$ cat src/rtl/pipe_fetch_queue.sv
// ---------------------------------------------------------------------------
// pipe_fetch_queue
//
// Instruction-fetch front end. Holds the fetch PC and drives the
// combinational instruction ROM. Fetched {pc, instr} pairs are buffered in a
// DEPTH-entry prefetch queue that decode drains through a valid/ready
// handshake. A single redirect port (branch/jump/jr/exception) flushes the
// queue and restarts fetch at the new address.
//
// Optional feature macro: FETCHQ_BYPASS_EN
//   defined   - when the queue is empty and fetch is enabled, the ROM word is
//               presented on id_* in the same cycle (zero-latency hit).
//   undefined - id_* come only from registered queue storage.
//
// Ports
//   clk            in   system clock
//   reset          in   asynchronous, active-low reset
//   fetch_en       in   1 = fetch allowed; 0 = hold fetch pc, no push
//   imem_addr      out  ROM address (= fetch pc)
//   imem_data      in   ROM word, combinational from imem_addr
//   redirect_valid in   flush queue and load redirect_pc
//   redirect_pc    in   new fetch address, bits[1:0] ignored
//   id_valid       out  head entry valid
//   id_ready       in   decode accepts head this cycle
//   id_instr       out  head instruction (0 when id_valid=0)
//   id_pc          out  head PC (0 when id_valid=0)
//   id_pc_plus_4   out  head PC+4 with kernel bit kept (0 when id_valid=0)
//   occupancy      out  number of entries held
// ---------------------------------------------------------------------------
module pipe_fetch_queue #(
  parameter int unsigned       DEPTH    = 4,
  parameter int unsigned       ADDR_W   = 32,
  parameter int unsigned       DATA_W   = 32,
  parameter logic [ADDR_W-1:0] RESET_PC = 32'h8000_0000
) (
  input  logic                       clk,
  input  logic                       reset,
  input  logic                       fetch_en,
  output logic [ADDR_W-1:0]          imem_addr,
  input  logic [DATA_W-1:0]          imem_data,
  input  logic                       redirect_valid,
  input  logic [ADDR_W-1:0]          redirect_pc,
  output logic                       id_valid,
  input  logic                       id_ready,
  output logic [DATA_W-1:0]          id_instr,
  output logic [ADDR_W-1:0]          id_pc,
  output logic [ADDR_W-1:0]          id_pc_plus_4,
  output logic [$clog2(DEPTH+1)-1:0] occupancy
);

  localparam int unsigned PTR_W = $clog2(DEPTH);
  localparam int unsigned OCC_W = $clog2(DEPTH+1);

  localparam logic [OCC_W-1:0]  OCC_FULL   = OCC_W'(DEPTH);
  localparam logic [OCC_W-1:0]  OCC_ONE    = OCC_W'(1);
  localparam logic [PTR_W-1:0]  PTR_ONE    = PTR_W'(1);
  localparam logic [ADDR_W-4:0] OFF_ONE    = (ADDR_W-3)'(1);
  localparam logic [ADDR_W-1:0] ALIGN_MASK = ~(ADDR_W'(3));

  // Word-offset increment: the kernel bit (MSB) is preserved and the offset
  // field wraps within its own range, so a kernel PC never leaves kernel space.
  function automatic logic [ADDR_W-1:0] pc_incr(input logic [ADDR_W-1:0] pc);
    logic [ADDR_W-4:0] off;
    off = pc[ADDR_W-2:2] + OFF_ONE;
    return {pc[ADDR_W-1], off, 2'b00};
  endfunction

  logic [ADDR_W-1:0] fetch_pc_q, fetch_pc_d;
  logic [PTR_W-1:0]  rd_ptr_q, rd_ptr_d;
  logic [PTR_W-1:0]  wr_ptr_q, wr_ptr_d;
  logic [OCC_W-1:0]  occ_q, occ_d;
  logic [ADDR_W-1:0] pc_mem_q    [DEPTH];
  logic [DATA_W-1:0] instr_mem_q [DEPTH];

  logic head_valid_s;
  logic bypass_s;
  logic bypass_take_s;
  logic q_pop_s;
  logic fetch_adv_s;
  logic q_push_s;

  assign head_valid_s = (occ_q != '0);

`ifdef FETCHQ_BYPASS_EN
  assign bypass_s = ~head_valid_s & fetch_en & ~redirect_valid;
`else
  assign bypass_s = 1'b0;
`endif

  // A bypassed word that decode accepts is consumed without touching storage.
  assign bypass_take_s = bypass_s & id_ready;
  assign q_pop_s       = head_valid_s & id_ready;
  // A pop frees a slot in the same cycle, so a full queue can still accept.
  assign fetch_adv_s   = fetch_en & ~redirect_valid & ((occ_q != OCC_FULL) | q_pop_s);
  assign q_push_s      = fetch_adv_s & ~bypass_take_s;

  // Next-state computation for fetch PC, pointers and occupancy.
  always_comb begin
    fetch_pc_d = fetch_pc_q;
    rd_ptr_d   = rd_ptr_q;
    wr_ptr_d   = wr_ptr_q;
    occ_d      = occ_q;
    if (redirect_valid) begin
      fetch_pc_d = redirect_pc & ALIGN_MASK;
      rd_ptr_d   = '0;
      wr_ptr_d   = '0;
      occ_d      = '0;
    end else begin
      if (fetch_adv_s) begin
        fetch_pc_d = pc_incr(fetch_pc_q);
      end else begin
        fetch_pc_d = fetch_pc_q;
      end
      if (q_push_s) begin
        wr_ptr_d = wr_ptr_q + PTR_ONE;
      end else begin
        wr_ptr_d = wr_ptr_q;
      end
      if (q_pop_s) begin
        rd_ptr_d = rd_ptr_q + PTR_ONE;
      end else begin
        rd_ptr_d = rd_ptr_q;
      end
      case ({q_push_s, q_pop_s})
        2'b10:   occ_d = occ_q + OCC_ONE;
        2'b01:   occ_d = occ_q - OCC_ONE;
        default: occ_d = occ_q;
      endcase
    end
  end

  // Control state registers.
  always_ff @(posedge clk or negedge reset) begin
    if (!reset) begin
      fetch_pc_q <= RESET_PC;
      rd_ptr_q   <= '0;
      wr_ptr_q   <= '0;
      occ_q      <= '0;
    end else begin
      fetch_pc_q <= fetch_pc_d;
      rd_ptr_q   <= rd_ptr_d;
      wr_ptr_q   <= wr_ptr_d;
      occ_q      <= occ_d;
    end
  end

  // Queue storage: written with the current fetch PC and ROM word on push.
  always_ff @(posedge clk or negedge reset) begin
    if (!reset) begin
      for (int i = 0; i < DEPTH; i++) begin
        pc_mem_q[i]    <= '0;
        instr_mem_q[i] <= '0;
      end
    end else if (q_push_s) begin
      pc_mem_q[wr_ptr_q]    <= fetch_pc_q;
      instr_mem_q[wr_ptr_q] <= imem_data;
    end else begin
      pc_mem_q[wr_ptr_q]    <= pc_mem_q[wr_ptr_q];
      instr_mem_q[wr_ptr_q] <= instr_mem_q[wr_ptr_q];
    end
  end

  assign imem_addr = fetch_pc_q;
  assign occupancy = occ_q;

  // Decode-side view: queue head, the bypassed ROM word, or all-zero nop.
  always_comb begin
    id_valid     = 1'b0;
    id_instr     = '0;
    id_pc        = '0;
    id_pc_plus_4 = '0;
    if (head_valid_s) begin
      id_valid     = 1'b1;
      id_instr     = instr_mem_q[rd_ptr_q];
      id_pc        = pc_mem_q[rd_ptr_q];
      id_pc_plus_4 = pc_incr(pc_mem_q[rd_ptr_q]);
    end else if (bypass_s) begin
      id_valid     = 1'b1;
      id_instr     = imem_data;
      id_pc        = fetch_pc_q;
      id_pc_plus_4 = pc_incr(fetch_pc_q);
    end else begin
      id_valid     = 1'b0;
    end
  end

endmodule

$ cat config.mk
export PLATFORM = sky130hd
export DESIGN_NAME = pipe_fetch_queue
export DESIGN_NICKNAME = d
export VERILOG_FILES = /design/src/rtl/pipe_fetch_queue.sv
export SDC_FILE = /design/constraint.sdc
export NUM_CORES = 1
export LEC_CHECK = 0
export CORE_MARGIN = 10
export CORE_UTILIZATION = 40
export CTS_BUF_LIST = sky130_fd_sc_hd__clkbuf_8
export DETAILED_ROUTE_END_ITERATION = 8
export PLACE_DENSITY_LB_ADDON = 0.05
export SETUP_SLACK_MARGIN = 0.2
export SYNTH_ARGS = -nofsm -noshare
export SYNTH_HDL_FRONTEND = slang
export SYNTH_SLANG_ARGS = --single-unit
$ cat constraint.sdc
create_clock -name clk -period 7.15 [get_ports clk]
set_input_delay 1.43 -clock clk [delete_from_list [all_inputs] [get_ports clk]]
set_output_delay 1.43 -clock clk [all_outputs]
set_load 0.02 [all_outputs]
==> results of run 1 <==
worst max path at each step:
stage / endpoint / slack [ps] / depth (start not counted)
floorplan: id_pc_plus_4[25] / 3460 / 7
global placement: id_pc_plus_4[30] / 1760 / 7
detailed placement: id_pc_plus_4[30] / 1740 / 7
CTS: id_pc_plus_4[30] / 1040 / 7
global route: id_pc_plus_4[30] / 880 / 7
finish: id_pc_plus_4[28] / 1210 / 7
power groups by stage:
stage               clock network [mW]  registers [mW]  logic, mW
floorplan                            0            2.69       3.26
global placement                     0            2.89       4.96
detailed placement                   0            2.92       5.00
CTS                               1.72            2.90       5.02
global route                      1.79            3.01       5.37
finish                            1.65            2.90       4.95
metal layers:
metal / vias up / global-route usage / part of all wire
met2: 350 / 0.3187 / 0.47
met4: 2 / 0.05838 / 0.021
li1: 5628 / - / -
met5: - / 0 / 0.00021
met1: 6092 / 0.2649 / 0.45
met3: 69 / 0.03565 / 0.057
cell usage after synthesis (18+ instances only):
library cell and count:
buf_2 19, nand2_1 45, clkbuf_1 92, xnor2_1 26
o21ai_0 28, mux2_2 18, and2_1 66, mux4_2 125
mux2i_1 64, nor2_1 284, a21oi_1 258, dfrtp_1 292
logic make-up after synthesis:
logic type	count (synthesis)	share of synthesized area
and+or+nand+nor	490	0.1420
other	1	0.0002355
adders and majority gates	7	0.005971
buffers and inverters	140	0.03739
AOI/OAI and AO/OA	301	0.09726
DFF	293	0.4604
xor gates and xnor gates	40	0.02200
muxes	210	0.2347
flip-flops by register name, summed over array words and instances (netlist names):
register and count:
rd_ptr_q 2, imem_addr 30, wr_ptr_q 2, pc_mem_q 128
occupancy 3, instr_mem_q 128
final cells by class:
class | count | area, um^2 | share of cell area
timing repair buffer | 211 | 2082 | 0.1077
clock inverter | 28 | 153.9 | 0.007964
sequential | 293 | 7346 | 0.3801
multi-input combinational | 1052 | 8069 | 0.4176
clock buffer | 70 | 963.4 | 0.04986
inverter | 14 | 52.55 | 0.002720
tap | 525 | 656.9 | 0.03399
metrics by stage:
stage	instance area [um^2]	std cells	power (mW)	utilization	worst slack, ps
after floorplan	15940	1485	5.949	-	3464
after global placement	18210	2095	7.847	0.4603	1760
after detailed placement	18210	2095	7.920	0.4603	1742
after CTS	19320	2193	9.638	0.4886	1040
after global routing	19320	2193	10.17	0.4886	881.2
final	19320	2193	9.496	0.4886	1206
==> flow_metrics.tcl, run 1 <==
set metrics [dict create \
    status "complete, no violations" \
    die_w_um 219.5 \
    ys_warn_count 0 \
    dp_hpwl_mm 30.08 \
    final-hold-violation-count 0 \
    p_per_area_nw_per_um2 491.4 \
    vias_per_cell 5.536 \
    pwr-share-seq 0.305 \
    crit_fanout 37 \
    routed_wl_mm 47.44 \
    antenna_found_initial 2 \
    path_clk_slew_ps 60 \
    reg2reg_to "pc_mem_q[33]$_DFFE_PN0P_" \
    hold_path.class "flip-flop to flip-flop" \
    cts.sinks 293 \
    critical-path-top-delay-family "simple AND/OR/NAND/NOR gates" \
    finalCriticalPeriod_ps 5944 \
    worstMarginPinSlew_ps 1137 \
    wire_per_inst_um 21.63 \
    grt_setup_unrepaired "false" \
    portBuffers 194 \
    cts.hold.buffers_added 0 \
    n_antenna_cell 0 \
    rows 73 \
    drt_iter0_drc 834 \
    ys.flop_type "dfrtp_1" \
    r2r_setup_slack_ps 3600 \
    grt_use_total 0.1968 \
    r2r_start "wr_ptr_q[1]$_DFFE_PN0P_" \
    ys_seq_area_frac 0.4604 \
    cts_buffer_depth 3 \
    cp_cell_sequence "mux4_1, ha_1, and2_1, nand3_2, nor4_1, mux2_2, clkdlybuf4s50_1" \
    cts-root-buf "clkbuf_8" \
    synth-async-reset-ratio 1.000 \
    first_global_vias 12322 \
    postSynthCellCount 1482 \
    final_nets 1702 \
    synth.avg_cell_area_um2 10.75 \
    final_cell_mix "288 x dfrtp_1, 284 x nor2_1, 258 x a21oi_1" \
    worstSetupEndpointType "primary output" \
    fin_crit_sh 0.8313 \
    critPathKind "flip-flop to primary output" \
    ios 201 \
    synth_area_leaders "dfrtp_1 46%, mux4_2 18%, a21oi_1 8.1%, nor2_1 6.7%, mux2i_1 4.0%" \
    ant_nets 0 \
    slew_headroom 0.2348 \
    synth-edff-count 0 \
    power_switching_mw 3.937 \
    setup_violations 0 \
    cp-start-kind "flip-flop" \
    arrival_ps 4510 \
    drv_slew 0 \
    required_ps 5720 \
    synth_cell_types 49 \
    pwr-share-clk 0.174 \
    power.internal_mw 5.560 \
    peakVddDrop_mv 0.2394 \
    cts_setup_buffers 0 \
    p_sw_frac 0.4145 \
    cts_tree "done" \
    htreeDepth 2 \
    crit_path_max_incr_delay_ps 960 \
    setup_tns_ps 0 \
    slowest_stage "dfrtp_4" \
    cts_buffers 54 \
    rr_worst_depth 4 \
    area_delta_synth_final_pct 21.33 \
    drive_above_1_share 0.1547 \
    hold_slack_ps 526.4 \
    via_count 12141 \
    grt_pass1_wl_mm 73.90 \
    fill_cells 3708 \
    ctsResizeCount 0 \
    clock_skew_ps 19.50 \
    leakage_nw 7.062 \
    drc 0 \
    layout_commonest_cell "dfrtp_1" \
    dieArea_um2 48200 \
    ys_seq_elements 293 \
    drtPass1Iterations 5 \
    globalplace.congestion 0.7470 \
    initial_core_util 0.4027 \
    clk_latency_ps 640 \
    power_frac_comb 0.521 \
    core-area_um2 39550 \
    crit_buf_inv 1 \
    hold_end "pc_mem_q[0]$_DFFE_PN0P_" \
    cap_viol_max_count 0 \
    startpoint "rd_ptr_q[0]$_DFFE_PN0P_" \
    syn_area_um2 15930 \
    yosys.area.top_type "dfrtp_1" \
    max_freq_mhz 168.2 \
    gr-total-overflow 0 \
    min_path_cells 1 \
    grt_max_degree 161 \
    hold_start "pc_mem_q[0]$_DFFE_PN0P_" \
    yosysTopAreaCellShare 0.4588 \
    dieHeight_um 219.5 \
]
Note: power is estimated with default switching activity, not from simulation.
==> run 2: changes to the inputs <==
Clock period 7.15 ns to 5.2 ns, I/O delays scaled along.
==> run 2 against run 1 <==
Compared with the run above: cell area grew 0.65%; non-clock buffer count increased by 14; sequential cell count unchanged; critical path type unchanged; highest routed layer is now met4; clock power grew 31%; die area is the same; power grew 38%.
==> flow_metrics.tcl, run 2 (synthesis results as in run 1) <==
set metrics [dict create \
    status "complete, no violations" \
    gr-total-overflow 0 \
    globalplace.congestion 0.7977 \
    max_freq_mhz 204.2 \
    place_area_um2 18330 \
    cts_tree "done" \
    pwr-share-clk 0.166 \
    worstMarginPinSlew_ps 1067 \
    worstSetupEndpointType "primary output" \
    final-hold-violation-count 0 \
    crit_fanout 12 \
    dieArea_um2 48200 \
    required_ps 4160 \
    final_cell_mix "288 x dfrtp_1, 284 x nor2_1, 258 x a21oi_1" \
    dp_hpwl_mm 30.57 \
    setup_tns_ps 0 \
    dieHeight_um 219.5 \
    wire_per_inst_um 21.61 \
    seq_area_um2 7348 \
    first_global_vias 12500 \
    p_per_area_nw_per_um2 671.4 \
    vias_per_cell 5.515 \
    drive_above_1_share 0.1615 \
    routed_wl_mm 47.60 \
    cts.hold.buffers_added 0 \
    ios 201 \
    path_clk_slew_ps 60 \
    hold_path.class "input port to async pin" \
    initial_core_util 0.4027 \
    finalCriticalPeriod_ps 4898 \
    final_nets 1716 \
    antenna_found_initial 0 \
    fill_cells 3692 \
    layout_commonest_cell "dfrtp_1" \
    area_delta_synth_final_pct 22.12 \
    setup_violations 0 \
    die_w_um 219.5 \
    portBuffers 194 \
    multi_input_comb_area_um2 8117 \
    cp-start-kind "flip-flop" \
    cts_buffer_depth 3 \
    n_antenna_cell 0 \
    pwr-share-seq 0.301 \
    peakVddDrop_mv 0.3710 \
    core-area_um2 39550 \
    drtPass1Iterations 5 \
    cap_viol_max_count 0 \
    rows 73 \
    clk_latency_ps 630 \
    power.internal_mw 7.612 \
    design_area_um2 19450 \
    cts.sinks 293 \
    critPathKind "flip-flop to primary output" \
    htreeDepth 2 \
    drt_iter0_drc 813 \
    grt_max_degree 100 \
    clock_skew_ps 17.54 \
    cts_buffers 54 \
    grt_use_total 0.1992 \
    cts-root-buf "clkbuf_8" \
    power_frac_comb 0.533 \
    fin_crit_sh 0.9418 \
    slew_headroom 0.2889 \
    drc 0 \
    grt_setup_unrepaired "true" \
    p_sw_frac 0.4171 \
    worst_slack_ps 302.4 \
    arrival_ps 3860 \
    via_count 12149 \
    power_switching_mw 5.446 \
    ant_nets 0 \
    drv_slew 0 \
    pre_cts_slack_ps 626.9 \
    leakage_nw 7.137 \
    grt_pass1_wl_mm 74.59 \
]
-- run 2: cell types whose count changed in the layout (fill, tap and decap cells not counted), sizes merged --
cell      change
buf          +14
clkbuf        -6
clkinv        -2
clkinvlp      +1
inv           +3
-- run 2: power groups by stage --
stage | Clock [mW] | Sequential (mW) | Combinational (mW)
after floorplan | 0 | 3.70 | 4.48
after global placement | 0 | 3.95 | 6.89
after detailed placement | 0 | 3.99 | 6.95
after CTS | 2.23 | 3.94 | 7.03
after global routing | 2.35 | 4.08 | 7.57
final | 2.16 | 3.94 | 6.96
-- run 2: final cells by class --
cell class              instances  area share
multi-input cells            1052      0.4173
flip-flops and latches        293      0.3778
repair buffers                225      0.1150
clock buffers                  64     0.04529
well taps                     525     0.03377
clock inverters                30    0.008170
inverters                      14    0.002702
-- run 2: through the flow --
stage                     hold slack [ps]  utilization  total power, mW  cells
after global routing                498.4       0.4918            14.00   2203
after global placement              506.4       0.4634            10.84   2108
after CTS                           468.7       0.4909            13.21   2203
after floorplan                     492.4            -            8.180   1485
final                               453.9       0.4918            13.06   2203
after detailed placement            516.2       0.4634            10.95   2108
-- run 2: worst paths after layout --
path	slack, ps	end	from	depth (start not counted)
worst max-delay path	300	id_pc_plus_4[28]	rd_ptr_q[0]$_DFFE_PN0P_	8
worst min-delay path	450	imem_addr[7]$_DFFE_PN0P_	reset	1
worst max register to register	2240	instr_mem_q[103]$_DFFE_PN0P_	wr_ptr_q[0]$_DFFE_PN0P_	4
worst min register to register	520	pc_mem_q[33]$_DFFE_PN0P_	pc_mem_q[33]$_DFFE_PN0P_	1
max in group asynchronous	3670	instr_mem_q[4]$_DFFE_PN0P_	reset	2
min in group clk	520	pc_mem_q[33]$_DFFE_PN0P_	pc_mem_q[33]$_DFFE_PN0P_	1
-- run 2: timing repair --
item / in CTS / in global routing
pin swaps: 0 / 0
endpoints found under the setup margin: 9 / 6
buffers inserted: 1 / 0
gates resized for setup: 5 / 6
-- run 2: critical path, stage by stage, from the launching register on --
cell and delay [ps]:
dfrtp_4 610, buf_4 230, mux4_1 480, and4_2 360, nand4_1 170, nor4_4 320
buf_4 170, mux2_2 320, clkdlybuf4s50_1 560
-- run 2: routing by layer --
layer	vias to the layer above	track usage	share of wire
met5	-	0	0
met4	0	0.05079	0.019
met3	56	0.04333	0.059
met2	316	0.3220	0.48
met1	6127	0.2674	0.44
li1	5650	-	-
==> run 3: changes to the inputs <==
Settings changed: CORE_MARGIN 10 to not set.
==> run 3 against run 2 <==
Compared with the run above: utilization rose by 0.88 points; global-route usage up 3.3 points; power increased by 0.61%; first-iteration DRC count decreased by 19%; count of clock-buffer cells in the layout increased by 9; via count shrank 1.3%; combinational power is 0.7% lower; critical path type unchanged; critical endpoint is now id_pc_plus_4[30].
==> flow_metrics.tcl, run 3 (synthesis results as in run 1) <==
set metrics [dict create \
    status "complete, no violations" \
    dieArea_um2 40620 \
    worst_slack_ps 389.3 \
    rows 72 \
    htreeDepth 2 \
    clk_latency_ps 630 \
    first_global_vias 12218 \
    fill_cells 3599 \
    grt_pass1_wl_mm 72.60 \
    final_util 0.5006 \
    cts_tree "done" \
    worstMarginPinSlew_ps 960.2 \
    portBuffers 194 \
    r2r_start "wr_ptr_q[0]$_DFFE_PN0P_" \
    grt_max_degree 115 \
    drt-met1-wl_mm 20.05 \
    r2r_setup_slack_ps 2260 \
    reg2reg_to "instr_mem_q[7]$_DFFE_PN0P_" \
    crit_path_max_incr_delay_ps 590 \
    required_ps 4160 \
    core-area_um2 38920 \
    wl_met3_mm 2.873 \
    cts.sinks 293 \
    grt_setup_unrepaired "false" \
    routed_wl_mm 46.23 \
    leakage_nw 7.152 \
    multi_input_comb_area_um2 8113 \
    cts_buffers 54 \
    seq_area_um2 7348 \
    initial_core_util 0.4092 \
    drtPass1Iterations 5 \
    drt_iter0_drc 657 \
    worstSetupEndpointType "primary output" \
    drv_slew 0 \
    fin_crit_sh 0.9251 \
    final-hold-violation-count 0 \
    gr-total-overflow 0 \
    drive_above_1_share 0.1628 \
    max_freq_mhz 207.9 \
    dp_hpwl_mm 28.76 \
    die_w_um 201.5 \
    layout_commonest_cell "dfrtp_1" \
    via_count 11992 \
    hold_path.class "input port to async pin" \
    cts_buffer_depth 3 \
    vias_per_cell 5.463 \
    antenna_found_initial 0 \
    cts-root-buf "clkbuf_8" \
    peakVddDrop_mv 0.4030 \
    top_layer "met4" \
    finalCriticalPeriod_ps 4811 \
    ios 201 \
    ant_nets 0 \
    pre_cts_slack_ps 514.5 \
    final_nets 1712 \
    wire_per_inst_um 21.06 \
    cap_viol_max_count 0 \
    arrival_ps 3770 \
    globalplace.congestion 0.8520 \
    setup_violations 0 \
    cp-start-kind "flip-flop" \
    path_clk_slew_ps 60 \
    p_per_area_nw_per_um2 674.4 \
    critPathKind "flip-flop to primary output" \
    cp_cell_sequence "buf_6, mux4_1, and4_2, nand2_1, nor4_4, buf_4, mux2_2, clkdlybuf4s50_1" \
    wl_met2_mm 22.38 \
    crit_fanout 12 \
    area_delta_synth_final_pct 22.32 \
    dieHeight_um 201.5 \
    final_cell_mix "288 x dfrtp_1, 284 x nor2_1, 258 x a21oi_1" \
    grt_use_total 0.2317 \
    slew_headroom 0.3599 \
    drc 0 \
    setup_tns_ps 0 \
    n_antenna_cell 0 \
    slowest_stage "dfrtp_4" \
    clock_skew_ps 20.82 \
    rr_worst_depth 4 \
]
-- run 3: cell count changes in the layout (fill, tap and decap cells not counted), moves of 2 or more --
cell | previous run | this run
clkbuf_8 | 64 | 73
clkinv_2 | 5 | 1
nor4_2 | 2 | 0
buf_4 | 26 | 22
inv_1 | 34 | 32
-- run 3: cell type report --
| type | count | share of cell area |
|---|---|---|
| flip-flops and latches | 293 | 0.3772 |
| inverters | 14 | 0.002697 |
| clock inverters | 24 | 0.006680 |
| well taps | 518 | 0.03327 |
| multi-input cells | 1052 | 0.4164 |
| clock buffers | 73 | 0.05157 |
| repair buffers | 221 | 0.1121 |
-- run 3: routing by layer --
metal  vias up  track usage
met5         -            0
met4         0      0.07251
met3        67      0.04713
met2       343       0.3760
met1      5959       0.3122
li1       5623            -
-- run 3: critical path, delay by kind of cell, from the launching register on --
kind	cells	cell delay, ps
buf+inv	3	950
simple gates	3	830
mux	2	770
flops	1	590
-- run 3: where the power goes --
part	internal (mW)	total [mW]	switching, mW
sequential	3.18	3.93	0.748
combinational	3.26	6.91	3.65
clock	1.29	2.30	1.01
total	7.73	13.1	5.41
-- run 3: metrics by stage --
step / area (um^2) / hold slack (ps) / total power [mW] / std cells
after floorplan: 15940 / 492.4 / 8.180 / 1485
after global placement: 18270 / 500.8 / 10.75 / 2096
after detailed placement: 18270 / 512.4 / 10.85 / 2096
after CTS: 19440 / 426.0 / 13.25 / 2194
after global routing: 19480 / 437.9 / 14.03 / 2195
final: 19480 / 416.8 / 13.14 / 2195
-- run 3: worst max path at each step --
| stage | from | to | slack (ps) | cells past startpoint |
|---|---|---|---|---|
| CTS | rd_ptr_q[0]$_DFFE_PN0P_ | id_pc_plus_4[30] | 180 | 8 |
| detailed placement | rd_ptr_q[0]$_DFFE_PN0P_ | id_pc_plus_4[30] | 510 | 8 |
| floorplan | rd_ptr_q[0]$_DFFE_PN0P_ | id_pc_plus_4[25] | 1900 | 7 |
| global route | rd_ptr_q[0]$_DFFE_PN0P_ | id_pc_plus_4[30] | 230 | 8 |
| global placement | rd_ptr_q[0]$_DFFE_PN0P_ | id_pc_plus_4[30] | 500 | 8 |
| finish | rd_ptr_q[0]$_DFFE_PN0P_ | id_pc_plus_4[30] | 390 | 8 |
-- run 3: timing repair --
action,4_1_cts,5_1_grt
pin swaps,0,0
hold buffers,0,0
buffers inserted,1,1
resized for setup,4,9
endpoints found under the setup margin,10,9
gates cloned,0,0
